--- src/rtl/memory_access_pkg.sv ---
// Shared types for the memory stage: pipeline bundles, dbus structs,
// access size encoding and small address helpers.
package memory_access_pkg;

    localparam int XLEN_PKG = 64;

    typedef logic [XLEN_PKG-1:0] word_t;
    typedef logic [7:0]          strobe_t;

    typedef enum logic [1:0] {
        MSIZE1 = 2'd0,
        MSIZE2 = 2'd1,
        MSIZE4 = 2'd2,
        MSIZE8 = 2'd3
    } msize_t;

    typedef enum logic [1:0] {
        IDLE = 2'd0,
        BUSY = 2'd1,
        DONE = 2'd2
    } state_t;

    typedef struct packed {
        logic   regwrite;
        logic   memread;
        logic   memwrite;
        msize_t msize;
        logic   memsext;
    } control_t;

    typedef struct packed {
        word_t       pc;
        logic [31:0] raw_instr;
        logic [4:0]  dst;
        control_t    ctl;
        word_t       aluout;
        word_t       srcb;
    } execute_data_t;

    typedef struct packed {
        word_t       pc;
        logic [31:0] raw_instr;
        logic [4:0]  dst;
        control_t    ctl;
        word_t       aluout;
        word_t       readdata;
    } memory_data_t;

    typedef struct packed {
        logic    valid;
        word_t   addr;
        msize_t  size;
        strobe_t strobe;
        word_t   data;
    } dbus_req_t;

    typedef struct packed {
        logic  addr_ok;
        logic  data_ok;
        word_t data;
    } dbus_resp_t;

    // Natural alignment: the low address bits below the access size
    // must be zero.
    function automatic logic isMisaligned(
        input logic [2:0] a,
        input msize_t     s
    );
        logic r;
        unique case (s)
            MSIZE1:  r = 1'b0;
            MSIZE2:  r = a[0];
            MSIZE4:  r = |a[1:0];
            MSIZE8:  r = |a[2:0];
            default: r = 1'b0;
        endcase
        return r;
    endfunction

    // Byte-enable mask of an access at lane 0.
    function automatic strobe_t sizeMask(input msize_t s);
        strobe_t m;
        unique case (s)
            MSIZE1:  m = 8'h01;
            MSIZE2:  m = 8'h03;
            MSIZE4:  m = 8'h0F;
            MSIZE8:  m = 8'hFF;
            default: m = 8'h00;
        endcase
        return m;
    endfunction

endpackage

--- src/rtl/memory_access_memload_extract.sv ---
// Load data lane alignment and sign/zero extension.
// Ports: data (bus word), addr (byte offset), msize, memsext -> readdata.
module memload_extract
    import memory_access_pkg::*;
(
    input  word_t      data,
    input  logic [2:0] addr,
    input  msize_t     msize,
    input  logic       memsext,
    output word_t      readdata
);

    word_t lane;

    always_comb begin
        lane     = data >> {addr, 3'b000};
        readdata = lane;
        unique case (msize)
            MSIZE1: readdata = memsext ?
                {{56{lane[7]}}, lane[7:0]} :
                {56'b0, lane[7:0]};
            MSIZE2: readdata = memsext ?
                {{48{lane[15]}}, lane[15:0]} :
                {48'b0, lane[15:0]};
            MSIZE4: readdata = memsext ?
                {{32{lane[31]}}, lane[31:0]} :
                {32'b0, lane[31:0]};
            MSIZE8: readdata = lane;
            default: readdata = lane;
        endcase
    end

endmodule

--- src/rtl/memory_access.sv ---
// Pipeline memory stage with a single-entry output buffer.
// Ports: dataE/in_valid/in_ready in, dreq/dresp bus, dataM/out_valid/
// out_ready out, misalign flags the held bundle.
module memory_access
    import memory_access_pkg::*;
#(
    parameter int XLEN        = 64,
    parameter bit ALIGN_CHECK = 1'b1
) (
    input  logic          clk,
    input  logic          reset,
    input  execute_data_t dataE,
    input  logic          in_valid,
    output logic          in_ready,
    output dbus_req_t     dreq,
    input  dbus_resp_t    dresp,
    output memory_data_t  dataM,
    output logic          out_valid,
    input  logic          out_ready,
    output logic          misalign
);

    state_t       stateQ;
    state_t       stateD;
    memory_data_t dataMQ;
    logic         misQ;
    dbus_req_t    reqQ;
    word_t        loadData;

    logic [XLEN-1:0] addrE;
    logic            isMemE;
    logic            misE;
    logic            accept;
    logic            unusedAddrOk;

    // Requests are held until data_ok, so addr_ok carries no information.
    assign unusedAddrOk = dresp.addr_ok;

    assign addrE  = dataE.aluout;
    assign isMemE = dataE.ctl.memread | dataE.ctl.memwrite;
    assign misE   = ALIGN_CHECK && isMemE &&
                    isMisaligned(addrE[2:0], dataE.ctl.msize);

    assign in_ready = (stateQ == IDLE) ||
                      (stateQ == DONE && out_ready);
    assign accept   = in_valid && in_ready;

    memload_extract uExtract (
        .data     (dresp.data),
        .addr     (reqQ.addr[2:0]),
        .msize    (reqQ.size),
        .memsext  (dataMQ.ctl.memsext),
        .readdata (loadData)
    );

    always_comb begin
        stateD = stateQ;
        unique case (stateQ)
            IDLE, DONE: begin
                if (accept) begin
                    stateD = (isMemE && !misE) ? BUSY : DONE;
                end else if (stateQ == DONE && out_ready) begin
                    stateD = IDLE;
                end
            end
            BUSY: begin
                if (dresp.data_ok) begin
                    stateD = DONE;
                end
            end
            default: stateD = IDLE;
        endcase
    end

    always_ff @(posedge clk or negedge reset) begin
        if (!reset) begin
            stateQ <= IDLE;
            dataMQ <= '0;
            misQ   <= 1'b0;
            reqQ   <= '0;
        end else begin
            stateQ <= stateD;
            if (accept) begin
                dataMQ.pc        <= dataE.pc;
                dataMQ.raw_instr <= dataE.raw_instr;
                dataMQ.dst       <= dataE.dst;
                dataMQ.ctl       <= dataE.ctl;
                dataMQ.aluout    <= dataE.aluout;
                dataMQ.readdata  <= '0;
                misQ             <= misE;
                if (isMemE && !misE) begin
                    reqQ.valid <= 1'b1;
                    reqQ.addr  <= addrE;
                    reqQ.size  <= dataE.ctl.msize;
                    if (dataE.ctl.memwrite) begin
                        reqQ.strobe <= sizeMask(dataE.ctl.msize)
                                       << addrE[2:0];
                        reqQ.data   <= dataE.srcb
                                       << {addrE[2:0], 3'b000};
                    end else begin
                        reqQ.strobe <= '0;
                        reqQ.data   <= '0;
                    end
                end
            end else if (stateQ == BUSY && dresp.data_ok) begin
                reqQ.valid <= 1'b0;
                if (dataMQ.ctl.memread) begin
                    dataMQ.readdata <= loadData;
                end
            end
        end
    end

    assign out_valid = (stateQ == DONE);
    assign dataM     = dataMQ;
    assign misalign  = misQ;
    assign dreq      = reqQ;

endmodule

--- config.mk ---
export PLATFORM = sky130hd
export DESIGN_NAME = memory_access
export DESIGN_NICKNAME = d
export VERILOG_FILES = /design/src/rtl/memory_access_pkg.sv /design/src/rtl/memory_access_memload_extract.sv /design/src/rtl/memory_access.sv
export SDC_FILE = /design/constraint.sdc
export NUM_CORES = 1
export LEC_CHECK = 0
export CORE_AREA = 2 2 262 264
export CTS_CLUSTER_DIAMETER = 150
export CTS_CLUSTER_SIZE = 40
export DETAILED_ROUTE_END_ITERATION = 6
export DIE_AREA = 0 0 264 266
export DONT_BUFFER_PORTS = 1
export PLACE_DENSITY = 0.45
export SYNTH_ARGS = -nofsm -noshare
export SYNTH_HDL_FRONTEND = slang
export SYNTH_SLANG_ARGS = --single-unit
--- constraint.sdc ---
create_clock -name clk -period 2.4 [get_ports clk]
set_clock_uncertainty 0.15 [all_clocks]
set_input_delay 0.24 -clock clk [delete_from_list [all_inputs] [get_ports clk]]
set_output_delay 0.24 -clock clk [all_outputs]
set_load 0.03 [all_outputs]
==> flow_summary.html <==
<table>
<tr><th>Metric</th><th>Value</th></tr>
<tr><th colspan="2">GRT</th></tr>
<tr><td>Met3 GRT Util</td><td>0.0582</td></tr>
<tr><td>Busiest layer in global routing</td><td>met2</td></tr>
<tr><td>Overflow left after global routing</td><td>0</td></tr>
<tr><td>Global-route track usage on met1</td><td>0.231</td></tr>
<tr><td>Met2 track demand over resource</td><td>0.309</td></tr>
<tr><td>Global-route wire length before repair</td><td>just over 100000 µm</td></tr>
<tr><td>Maximum number of pins on one net before global-route repair</td><td>approximately 380</td></tr>
<tr><td>Number of antenna violations at the first check in global routing</td><td>2</td></tr>
<tr><td>Vias in the first global route</td><td>about 15000</td></tr>
<tr><td>Overall fraction of global-route tracks in use</td><td>0.189</td></tr>
<tr><th colspan="2">Clock tree</th></tr>
<tr><td>CTS Hold Bufs</td><td>309</td></tr>
<tr><td>Clock tree from TritonCTS</td><td>yes</td></tr>
<tr><td>CTS buffer count</td><td>14</td></tr>
<tr><td>Clock tree root buffer cell</td><td>sky130_fd_sc_hd__clkbuf_16</td></tr>
<tr><td>Clock insertion delay at the later pin of the skew report</td><td>around 0.56 ns</td></tr>
<tr><td>Total number of clock tree sinks</td><td>between 300 and 400</td></tr>
<tr><td>Clock buffer depth</td><td>3</td></tr>
<tr><td>H-tree depth</td><td>1</td></tr>
<tr><td>Register clock-pin slew on the reported worst setup and hold paths</td><td>around 0.16 ns</td></tr>
<tr><th colspan="2">Floorplan</th></tr>
<tr><td>Starting utilization of the core area</td><td>0.261</td></tr>
<tr><td>Die height</td><td>roughly 270 µm</td></tr>
<tr><td>Count of pins on the block boundary</td><td>a little under 700</td></tr>
<tr><td>Core outline area</td><td>approximately 0.068 mm²</td></tr>
<tr><td>Total Die Area</td><td>between 0.07 and 0.08 mm²</td></tr>
<tr><td>Number of placement rows</td><td>96</td></tr>
<tr><td>Die Wd</td><td>around 260 µm</td></tr>
<tr><th colspan="2">Timing</th></tr>
<tr><td>Final min period</td><td>about 2.4 ns</td></tr>
<tr><td>Count of final max-slew check failures</td><td>0</td></tr>
<tr><td>Final setup viols</td><td>0</td></tr>
<tr><td>Hold slack</td><td>-0.783 ns</td></tr>
<tr><td>Relative max-transition margin</td><td>0.439</td></tr>
<tr><td>Portion of the clock cycle consumed by the worst path in the final layout</td><td>0.982</td></tr>
<tr><td>Setup WS post-layout</td><td>roughly 0.043 ns</td></tr>
<tr><td>Pin slew with the least headroom to its limit</td><td>approximately 0.84 ns</td></tr>
<tr><td>Fmax</td><td>424 MHz</td></tr>
<tr><td>Total Neg Setup Slack</td><td>0 ns</td></tr>
<tr><td>Fin. Hold Viols</td><td>approximately 380</td></tr>
<tr><th colspan="2">Placed design</th></tr>
<tr><td>Count of input and output buffers</td><td>0</td></tr>
<tr><td>Detailed-placement wirelength estimate</td><td>slightly below 50000 µm</td></tr>
<tr><td>Worst setup timing slack at the placement stage</td><td>0.129 ns</td></tr>
<tr><td>Placed cell area</td><td>0.0189 mm²</td></tr>
<tr><td>Routability-driven placement congestion ratio</td><td>approximately 0.92</td></tr>
<tr><th colspan="2">Worst setup path</th></tr>
<tr><td>Worst reg-to-reg setup slack</td><td>approximately 0.090 ns</td></tr>
<tr><td>Critical path capture point</td><td>dreq[52]$_DFFE_PN0P_</td></tr>
<tr><td>End of the worst register-to-register path</td><td>dataM[61]$_DFFE_PN0P_</td></tr>
<tr><td>Startpoint type of the worst setup path</td><td>primary input</td></tr>
<tr><td>Worst Path Max Fanout</td><td>between 90 and 100</td></tr>
<tr><td>Depth of the worst register-to-register path</td><td>6</td></tr>
<tr><td>Startpoint of the worst setup timing path</td><td>dataE[64]</td></tr>
<tr><td>Data arrival time of the critical path</td><td>around 2.7 ns</td></tr>
<tr><td>Crit path capture type</td><td>flip-flop</td></tr>
<tr><td>WP data required</td><td>approximately 2.8 ns</td></tr>
<tr><td>Launch instance of the worst register-to-register path</td><td>dreq[75]$_DFFE_PN0P_</td></tr>
<tr><td>WS Path Type</td><td>primary input to flip-flop</td></tr>
<tr><th colspan="2">Cells and area</th></tr>
<tr><td>Proportion of layout cells with a drive suffix above 1</td><td>0.104</td></tr>
<tr><td>Non-Filler Cell Area, Final</td><td>~0.023 mm²</td></tr>
<tr><td>Total Nets Final</td><td>between 2000 and 2500</td></tr>
<tr><td>Highest-count cells in the layout ignoring fill and taps</td><td>sky130_fd_sc_hd__nand2_1 (648), sky130_fd_sc_hd__dfrtp_1 (375), sky130_fd_sc_hd__dlygate4sd3_1 (306), sky130_fd_sc_hd__a21oi_1 (122), sky130_fd_sc_hd__mux2i_1 (109)</td></tr>
<tr><td>Fill cell total of the finished layout</td><td>between 7000 and 8000</td></tr>
<tr><td>Most common cell after layout, fill and taps aside</td><td>sky130_fd_sc_hd__nand2_1</td></tr>
<tr><td>Synth-to-layout area growth</td><td>27.7%</td></tr>
<tr><th colspan="2">Status</th></tr>
<tr><td>Run status</td><td>finished, violations left</td></tr>
<tr><td>Failing checks</td><td>hold timing</td></tr>
<tr><th colspan="2">Yosys</th></tr>
<tr><td>Number of synthesized register bits</td><td>377</td></tr>
<tr><td>Per-instance average area after synthesis</td><td>~9.7 µm²</td></tr>
<tr><td>Number of different library cells in the post-synthesis netlist</td><td>46</td></tr>
<tr><td>Synthesis Warnings</td><td>0</td></tr>
<tr><td>Ys async rst share</td><td>1.00</td></tr>
<tr><td>Number of flops mapped to enable cells by yosys</td><td>0</td></tr>
<tr><td>Number of nets produced by synthesis</td><td>between 2000 and 2500</td></tr>
<tr><td>Netlist Area Pre-Place</td><td>around 0.018 mm²</td></tr>
<tr><td>Share of the yosys chip area belonging to registers</td><td>0.533</td></tr>
<tr><td>Synth Instances</td><td>approximately 1800</td></tr>
<tr><td>Prevailing post-synth register cell</td><td>sky130_fd_sc_hd__dfrtp_1</td></tr>
<tr><th colspan="2">Worst hold path</th></tr>
<tr><td>Min-delay worst type</td><td>primary input to asynchronous set/reset pin</td></tr>
<tr><th colspan="2">Pwr</th></tr>
<tr><td>Cell leakage power</td><td>slightly above 10 nW</td></tr>
<tr><td>PwrDens</td><td>a little over 900 mW/mm²</td></tr>
<tr><td>Highest ir drop seen on vdd</td><td>0.000579 V</td></tr>
<tr><th colspan="2">Detailed routing</th></tr>
<tr><td>Post-route DRC</td><td>0</td></tr>
<tr><td>Total number of vias</td><td>~15000</td></tr>
<tr><td>Average detailed-routed wire length per instance</td><td>approximately 23 µm</td></tr>
<tr><td>Final wirelength</td><td>roughly 70000 µm</td></tr>
<tr><td>Number of violations reported at the end of detailed-routing iteration 0</td><td>1115</td></tr>
<tr><td>Vias per std cell</td><td>4.97</td></tr>
<tr><td>Remaining antenna violation count</td><td>0</td></tr>
<tr><td>Pre-antenna DRT Iters</td><td>5</td></tr>
<tr><th colspan="2">Flow run</th></tr>
<tr><td>MaxCap Viol Count</td><td>0</td></tr>
</table>
registers in the layout (all words and copies together) (netlist names):
register	flops
dataM	235
dreq	139
stateQ	2
misalign	1
cell families after synthesis:
group                  after synthesis  share of synthesized area
and+or+nand+nor                    741                      0.166
DFF                                377                      0.533
AOI/OAI and AO/OA                  357                      0.125
muxes                              213                      0.138
buffers and inverters              142                     0.0375
power breakdown:
part	internal, mW	leakage [nW]	switching (mW)	total [mW]
Clock	1.25	0.225	2.16	3.41
Combinational	2.55	5.32	2.93	5.48
Sequential	7.70	4.79	4.25	12.0
layout make-up:
type / instances / area [µm²] / share of cell area
Multi-Input combinational cell: 1311 / 7630 / 0.338
Antenna cell: 1 / 2.50 / 0.000111
Timing Repair Buffer: 384 / 3940 / 0.174
Clock buffer: 17 / 393 / 0.0174
Sequential cell: 377 / 9440 / 0.417
Inverter: 7 / 26.3 / 0.00116
Clock inverter: 4 / 73.8 / 0.00326
Tap cell: 882 / 1100 / 0.0488
critical path: stages:
cell                            delay, ns
sky130_fd_sc_hd__buf_16              0.28
sky130_fd_sc_hd__nor2b_1             0.36
sky130_fd_sc_hd__buf_4               0.22
sky130_fd_sc_hd__o2bb2ai_1           0.13
sky130_fd_sc_hd__dlygate4sd3_1       0.61
sky130_fd_sc_hd__a21oi_1             0.08
sky130_fd_sc_hd__dlygate4sd3_1       0.56
sky130_fd_sc_hd__o21ai_0             0.14
synth_stat cells, drive strengths merged (2+ instances only):
cell type  count  area [µm²]
a22oi         18         135
a21oi        125         629
nor2b         26         163
nor2          42         158
nand2        648        2430
o22a           9        78.8
dfrtp        377        9430
a211oi        25         188
a22o          16         140
o21a           9        67.6
nand2b         3        18.8
and4b          2        20.0
mux2          88         991
mux4          16         360
o31ai         11        82.6
a21o           3        22.5
inv            7        26.3
o22ai         16         100
o21ai         87         447
o2bb2ai        8        70.1
nand3          6        30.0
a211o          7        61.3
buf           72         402
o211ai         9        67.6
mux2i        109        1090
nand3b         7        52.6
clkbuf        63         236
a2bb2oi        7        61.3
or3b           3        26.3
what timing repair did:
item	in CTS	in global routing
gates resized for setup	0	4
setup buffers	0	4
hold endpoints to repair	738	377
setup endpoints to repair	0	16
worst min-delay path by stage:
stage	from	end
after floorplan	reset	dataM[0]$_DFFE_PN0P_
final	reset	dataM[190]$_DFFE_PN0N_
after detailed placement	reset	dataM[190]$_DFFE_PN0N_
after global routing	reset	dataM[19]$_DFFE_PN0P_
after CTS	reset	dataM[190]$_DFFE_PN0N_
after global placement	reset	dataM[190]$_DFFE_PN0N_
layer usage:
metal	vias to the layer above	wire length [µm]	share of wire
met4	2	2930	0.042
met3	124	6220	0.089
met5	-	16	0.00023
li1	6728	-	-
met2	689	32800	0.47
met1	7272	27600	0.40
metrics by stage:
| step | instances | util | power, mW |
|---|---|---|---|
| final | 2983 | 0.334 | 20.8 |
| after global routing | 2982 | 0.334 | 21.9 |
| after CTS | 2976 | 0.332 | 21.0 |
| after detailed placement | 2646 | 0.279 | 16.8 |
| after global placement | 2646 | 0.279 | 16.8 |
| after floorplan | 1830 | - | 14.9 |
No activity file was read; power rests on OpenSTA's default activity.
